File: src/rtl/hier_bus_serializer.sv
// Round-robin multi-channel serializer: one DATA_W word per grant, sent LSB-first as LINK_W beats.
// Optional HIER_SER_PARITY_EN adds a registered even-parity bit per beat on link_parity.
module hier_bus_serializer #(
    parameter int DATA_W   = 900,
    parameter int LINK_W   = 30,
    parameter int CHANNELS = 2
) (
    input  logic                         clk,
    input  logic                         reset,
    input  logic [CHANNELS-1:0]          in_valid,
    output logic [CHANNELS-1:0]          in_ready,
    input  logic [CHANNELS*DATA_W-1:0]   in_data,
    output logic                         link_valid,
    input  logic                         link_ready,
    output logic [LINK_W-1:0]            link_data,
    output logic [((CHANNELS > 1) ? $clog2(CHANNELS) : 1)-1:0] link_ch,
    output logic                         link_first,
    output logic                         link_last,
    output logic                         link_parity
);
    localparam int BEATS  = (DATA_W + LINK_W - 1) / LINK_W;
    localparam int CH_W   = (CHANNELS > 1) ? $clog2(CHANNELS) : 1;
    localparam int BEAT_W = (BEATS > 1) ? $clog2(BEATS) : 1;
    localparam int PAD_W  = BEATS * LINK_W;
    localparam logic [BEAT_W-1:0] LAST_BEAT = BEAT_W'(BEATS - 1);
    localparam logic [CH_W-1:0]   LAST_CH   = CH_W'(CHANNELS - 1);

    typedef enum logic {IDLE, SEND} state_t;

    state_t             r_state, w_state_nxt;
    logic [CH_W-1:0]    r_rr, r_ch, w_grant;
    logic [BEAT_W-1:0]  r_beat;
    logic [PAD_W-1:0]   r_word, w_word_nxt, w_load;
    logic               w_any, w_last, w_hs, w_last_hs, w_win, w_accept;

    // Scan from the round-robin pointer; the first requester found wins.
    always_comb begin
        w_any   = 1'b0;
        w_grant = '0;
        for (int i = 0; i < CHANNELS; i++) begin
            if (!w_any && in_valid[(int'(r_rr) + i) % CHANNELS]) begin
                w_any   = 1'b1;
                w_grant = CH_W'((int'(r_rr) + i) % CHANNELS);
            end
        end
    end

    assign w_last    = (r_beat == LAST_BEAT);
    assign w_hs      = (r_state == SEND) && link_ready;
    assign w_last_hs = w_hs && w_last;
    assign w_win     = (r_state == IDLE) || w_last_hs;
    // Never accept during reset: the word would be dropped while the source thinks it was taken.
    assign w_accept  = w_win && w_any && !reset;
    assign in_ready  = w_accept ? (CHANNELS'(1) << w_grant) : '0;

    // Zero-extended so the final beat carries zeros above DATA_W.
    assign w_load = PAD_W'(in_data[int'(w_grant)*DATA_W +: DATA_W]);

    always_comb begin
        w_word_nxt = r_word;
        if (w_accept)
            w_word_nxt = w_load;
        else if (w_hs)
            w_word_nxt = r_word >> LINK_W;
    end

    always_comb begin
        w_state_nxt = r_state;
        case (r_state)
            IDLE: if (w_accept) w_state_nxt = SEND;
            SEND: if (w_last_hs) w_state_nxt = w_accept ? SEND : IDLE;
            default: w_state_nxt = IDLE;
        endcase
    end

    always_ff @(posedge clk) begin
        if (reset) begin
            r_state <= IDLE;
            r_rr    <= '0;
            r_ch    <= '0;
            r_beat  <= '0;
            r_word  <= '0;
        end else begin
            r_state <= w_state_nxt;
            r_word  <= w_word_nxt;
            if (w_accept) begin
                r_ch   <= w_grant;
                r_beat <= '0;
                r_rr   <= (w_grant == LAST_CH) ? '0 : w_grant + 1'b1;
            end else if (w_hs) begin
                r_beat <= w_last ? '0 : r_beat + 1'b1;
            end
        end
    end

    assign link_valid = (r_state == SEND);
    assign link_data  = r_word[LINK_W-1:0];
    assign link_ch    = r_ch;
    assign link_first = (r_state == SEND) && (r_beat == '0);
    assign link_last  = (r_state == SEND) && w_last;

`ifdef HIER_SER_PARITY_EN
    logic r_par;
    always_ff @(posedge clk) begin
        if (reset)
            r_par <= 1'b0;
        else
            r_par <= (w_state_nxt == SEND) && (^w_word_nxt[LINK_W-1:0]);
    end
    assign link_parity = r_par;
`else
    assign link_parity = 1'b0;
`endif

endmodule

File: config.mk
export PLATFORM = sky130hd
export DESIGN_NAME = hier_bus_serializer
export DESIGN_NICKNAME = d
export VERILOG_FILES = /design/src/rtl/hier_bus_serializer.sv
export SDC_FILE = /design/constraint.sdc
export NUM_CORES = 2
export LEC_CHECK = 0
export BUFFER_PORTS_ARGS = -buffer_cell sky130_fd_sc_hd__buf_2
export CAP_MARGIN = 5
export CORE_AREA = 2 2 715 717
export DETAILED_ROUTE_END_ITERATION = 7
export DIE_AREA = 0 0 717 719
export PLACE_DENSITY = 0.3
export SYNTH_ARGS = -nofsm -noshare
export SYNTH_HDL_FRONTEND = slang
export SYNTH_SLANG_ARGS = --single-unit
export TNS_END_PERCENT = 50
File: constraint.sdc
create_clock -name clk -period 2.52 [get_ports clk]
set_input_delay 0.252 -clock clk [delete_from_list [all_inputs] [get_ports clk]]
set_output_delay 0.252 -clock clk [all_outputs]
set_load 0.01 [all_outputs]
==> run summary <==
The most used cell along the critical path is sky130_fd_sc_hd__buf_6. The overall routed net length is 493.5 mm. The multiplexer area fraction after synthesis came out at 39.37%. The final reports fail on hold timing, setup timing. The origin of the worst min-delay path is in_data[1497]. The final period utilization came out at 100.8%. Summing over every cut layer, the via total after detailed routing is 54470. The maximum fanout along the worst path came out at 4. The number of clock buffers inserted by TritonCTS is 139.

The routability-driven placement congestion ratio came out at 1.077. The largest individual stage delay along the critical path comes from the cell sky130_fd_sc_hd__dfxtp_2. The number of core rows came out at 262. The root buffer cell chosen for the clock tree is sky130_fd_sc_hd__clkbuf_16. The library cells used most frequently in the layout, excluding fill and tap cells, are sky130_fd_sc_hd__buf_2 (1838), sky130_fd_sc_hd__dlygate4sd3_1 (1804), sky130_fd_sc_hd__mux2i_1 (1754). The number of synthesized register bits came out at 908. The sort of element at the end of the critical path is an output port. The largest total area in the synthesized netlist belongs to sky130_fd_sc_hd__dfxtp_1. Max-cap violations in this run came to 0. The number of nets in the finished design is 9507. By area, the combinational part of the netlist is dominated by multiplexers. The clock sink total is 908. At the pin with the least slew margin, the transition time is 0.6190 ns.

The die boundary width is 717 um. The slack of the critical path came out at -0.02081 ns. The count of cells in the finished layout, fillers not included, comes to 14890. The fraction of registers with async set or reset after synthesis is 0%. The total number of H-tree levels is 4. Port buffering added 1840 buffers. The average routed wire per standard cell is 33.14 um. The signal on the critical path passes through inv_2 -> ha_4 -> nand4_4 -> o21ai_4 -> buf_6 -> nand2_8 -> buf_12 -> nor2_4 -> buf_6. Summed over all failing endpoints, the final setup total negative slack is -0.02081 ns. The cell area power density is 562.8 nW/um^2. Ranked by total cell area, the synthesized netlist is headed by sky130_fd_sc_hd__dfxtp_1 (41%), sky130_fd_sc_hd__mux2i_1 (39%), sky130_fd_sc_hd__o22ai_1 (12%), sky130_fd_sc_hd__buf_2 (2.2%), sky130_fd_sc_hd__buf_4 (2.2%). The top cell type by area accounts for 40.74% of the synthesized area. The worst setup path is launched from a flip-flop. The clock passes through at most 4 buffers. The post-synthesis share of cell area spent on and, or, nand and nor gates came out at 0.5580%. The core region area came out at 507800 sq um. The post-synth design cell area came out at 44620 sq um. Counting instances, the worst hold path has a depth of 4. The most common cell after layout, fill and taps aside is sky130_fd_sc_hd__buf_2. For this design the static power due to leakage is 36.92 nW.

The fmax came out at 393.6 MHz. In this run the worst hold path is classified as in2reg. Global routing consumed, over all layers together, 18.29% of the routing resources. Dividing the detail-routed via count by the number of cells gives 3.659. The post-layout minimum cycle time is 2.541 ns.

The number of warning messages in the yosys log is 0. Relative to the synthesized area, the layout overhead comes to 93.64%. The floorplan step set the die height to 719 um. The cell count after placement is 12460.

The worst setup path is of the reg2out kind. The final routed DRC violation total came out at 0. The final number of max-transition violations is 0. The number of hold-slack violations in the final timing report came out at 2. After detailed placement, the total cell area comes to 62540 sq um. The count of antenna-violating nets left after detailed routing is 0.

The initial antenna violation count came out at 874. The synthesized netlist devotes 13.37% of its cell area to compound gates. The final cell area excluding filler cells came out at 86400 sq um.

For this run, the register share of the synthesized area comes to 40.74%. The primary flip-flop cell chosen by synthesis mapping is sky130_fd_sc_hd__dfxtp_1. The xor/xnor share of the synthesized area came out at 0.05889%.

The longest individual stage delay on the worst path is 0.32 ns. The endpoint of the worst hold-timing path is r_word[597]$_SDFFE_PP0P_. The via count of the first global-routing pass was 53740. The synthesized design contains 0 enable-type register cells.

Setup repair after global routing could not meet its margin everywhere. The number of cells on the worst reg-to-reg path is 7. Cells fill 17.02% of the core in the end. Counting the fill cells in the layout gives 56970.

The starting utilization of the core area is 8.787%. Of the total synthesized cell area, the portion taken by full adders, half adders and majority gates is 0.08412%. Synthesis handed over a netlist of 4071 instances. The buffering stage count on the worst path with inverters included is 4.

The clock transition time at the flip-flop clock pins of the worst setup and hold paths is 0.06 ns. The setup clock skew after layout is 0.05964 ns. In this design, the largest share of critical-path delay is due to buffers and inverters. The peak supply drop is 0.0004856 V. The tightest slew margin relative to the limit is 57.56%.

Summed over all nets, the half-perimeter wirelength after detailed placement is 433.1 mm. The I/O pin count is 1842. After global routing the overflow that remains totals 0.

The detailed router's first-iteration violation count came out at 3701. The clock insertion delay at the later pin of the skew report came out at 0.88 ns. The area taken by multi-input logic gates came out at 23940 sq um.

The register cell area after layout came out at 18180 sq um. The count of TritonRoute iterations in the first routing pass is 5. The reg-to-reg startpoint is r_rr$_SDFFE_PP0P_. After layout, the design draws a total of 48.62 mW. The mean cell area of the mapped netlist came out at 10.96 sq um. Synthesis produced a netlist with a net count of 5879. The worst hold margin came out at -0.02751 ns. The required time of the critical path is 2.27 ns.

The flow ran to the end, but the final reports show violations. The maximum number of pins on one net before global-route repair came out at 81. Setup violations remaining at the end of the flow were counted as 1. The pre-CTS setup slack came out at 0.1611 ns. The share of cells above drive strength 1 came out at 30.06%.

The register-to-register setup slack came out at 0.05 ns. The die footprint is 515500 sq um. In this run, distinct cell masters in the synthesized netlist total 37. The wire length of the first global-routing pass is 605.7 mm. TritonCTS built the clock tree.

The capturing point of the worst reg2reg path is r_word[586]$_SDFFE_PP0P_. Data on the critical path arrives at its endpoint at 2.29 ns.
Yosys cell counts, types with 2 or more instances:
cell type	number
sky130_fd_sc_hd__clkbuf_1	55
sky130_fd_sc_hd__buf_4	128
sky130_fd_sc_hd__ha_1	3
sky130_fd_sc_hd__a21oi_1	3
sky130_fd_sc_hd__xor2_1	3
sky130_fd_sc_hd__a2111oi_2	10
sky130_fd_sc_hd__nand2_1	4
sky130_fd_sc_hd__a2111oi_0	5
sky130_fd_sc_hd__mux2i_1	1755
sky130_fd_sc_hd__dfxtp_1	908
sky130_fd_sc_hd__o2bb2ai_1	30
sky130_fd_sc_hd__buf_6	31
sky130_fd_sc_hd__buf_1	16
sky130_fd_sc_hd__o22ai_2	10
sky130_fd_sc_hd__o22ai_1	847
sky130_fd_sc_hd__nand4_1	2
sky130_fd_sc_hd__a21o_1	2
sky130_fd_sc_hd__nor2_1	39
sky130_fd_sc_hd__buf_2	196
sky130_fd_sc_hd__and2_1	2
sky130_fd_sc_hd__inv_1	6
final cells by class:
| type | count | share of cell area (%) |
|---|---|---|
| antenna | 360 | 1.043 |
| clock buffer | 194 | 4.559 |
| clock inverter | 45 | 0.6401 |
| inverter | 6 | 0.02607 |
| multi-input combinational | 2730 | 27.71 |
| sequential | 908 | 21.05 |
| tap | 6732 | 9.749 |
| timing repair buffer | 3914 | 35.23 |
registers in the layout, indices dropped and copies added, names as in the netlist:
signal	cells
link_valid	1
link_ch	1
r_rr	1
r_word	900
r_beat	5
worst max path at each step:
stage,from,to,cells past startpoint
after floorplan,r_beat[0]$_SDFFE_PP0P_,in_ready[0],7
after global placement,in_valid[0],r_word[884]$_SDFFE_PP0P_,8
after detailed placement,in_valid[0],r_word[884]$_SDFFE_PP0P_,8
after CTS,r_beat[1]$_SDFFE_PP0P_,in_ready[0],9
after global routing,r_beat[1]$_SDFFE_PP0P_,in_ready[0],9
final,r_beat[1]$_SDFFE_PP0P_,in_ready[0],9
layer usage:
layer	vias to the layer above	global-route usage [%]	wire length [um]
li1	23480	-	-
met1	26200	21.79	199000
met2	3103	29.61	222000
met3	1344	7.928	51780
met4	344	5.142	18430
met5	-	0.5602	2231
worst reg2reg max path: stages, from the launching register on:
cell	delay [ns]
sky130_fd_sc_hd__dfxtp_2	0.33
sky130_fd_sc_hd__o21ai_4	0.20
sky130_fd_sc_hd__buf_12	0.23
sky130_fd_sc_hd__buf_16	0.35
sky130_fd_sc_hd__buf_16	0.34
sky130_fd_sc_hd__mux2i_1	0.25
sky130_fd_sc_hd__dlygate4sd3_1	0.56
sky130_fd_sc_hd__o22ai_1	0.07
logic make-up (layout without fill, tap and decap cells):
group	after synthesis	in the layout
muxes	1755	1755
AOI/OAI and AO/OA	912	912
DFF	908	908
buffers and inverters	433	4159
and+or+nand+nor	56	56
adders and majority gates	3	3
xor gates and xnor gates	3	3
other	1	361
report_power, final:
group	switching (mW)	total [mW]	internal [mW]
logic	5.51	11.6	6.10
registers	1.49	17.1	15.6
clock network	8.22	19.9	11.7
what timing repair did:
item                                    in CTS  in global routing
setup buffers                                7                  1
endpoints found under the hold margin      906                  9
cloned                                       0                  3
endpoints found under the setup margin       3                 43
hold buffers                              1806                  9
pin swaps                                    2                  2
gates resized for setup                     18                 23
(Power assumes the default switching activity.)
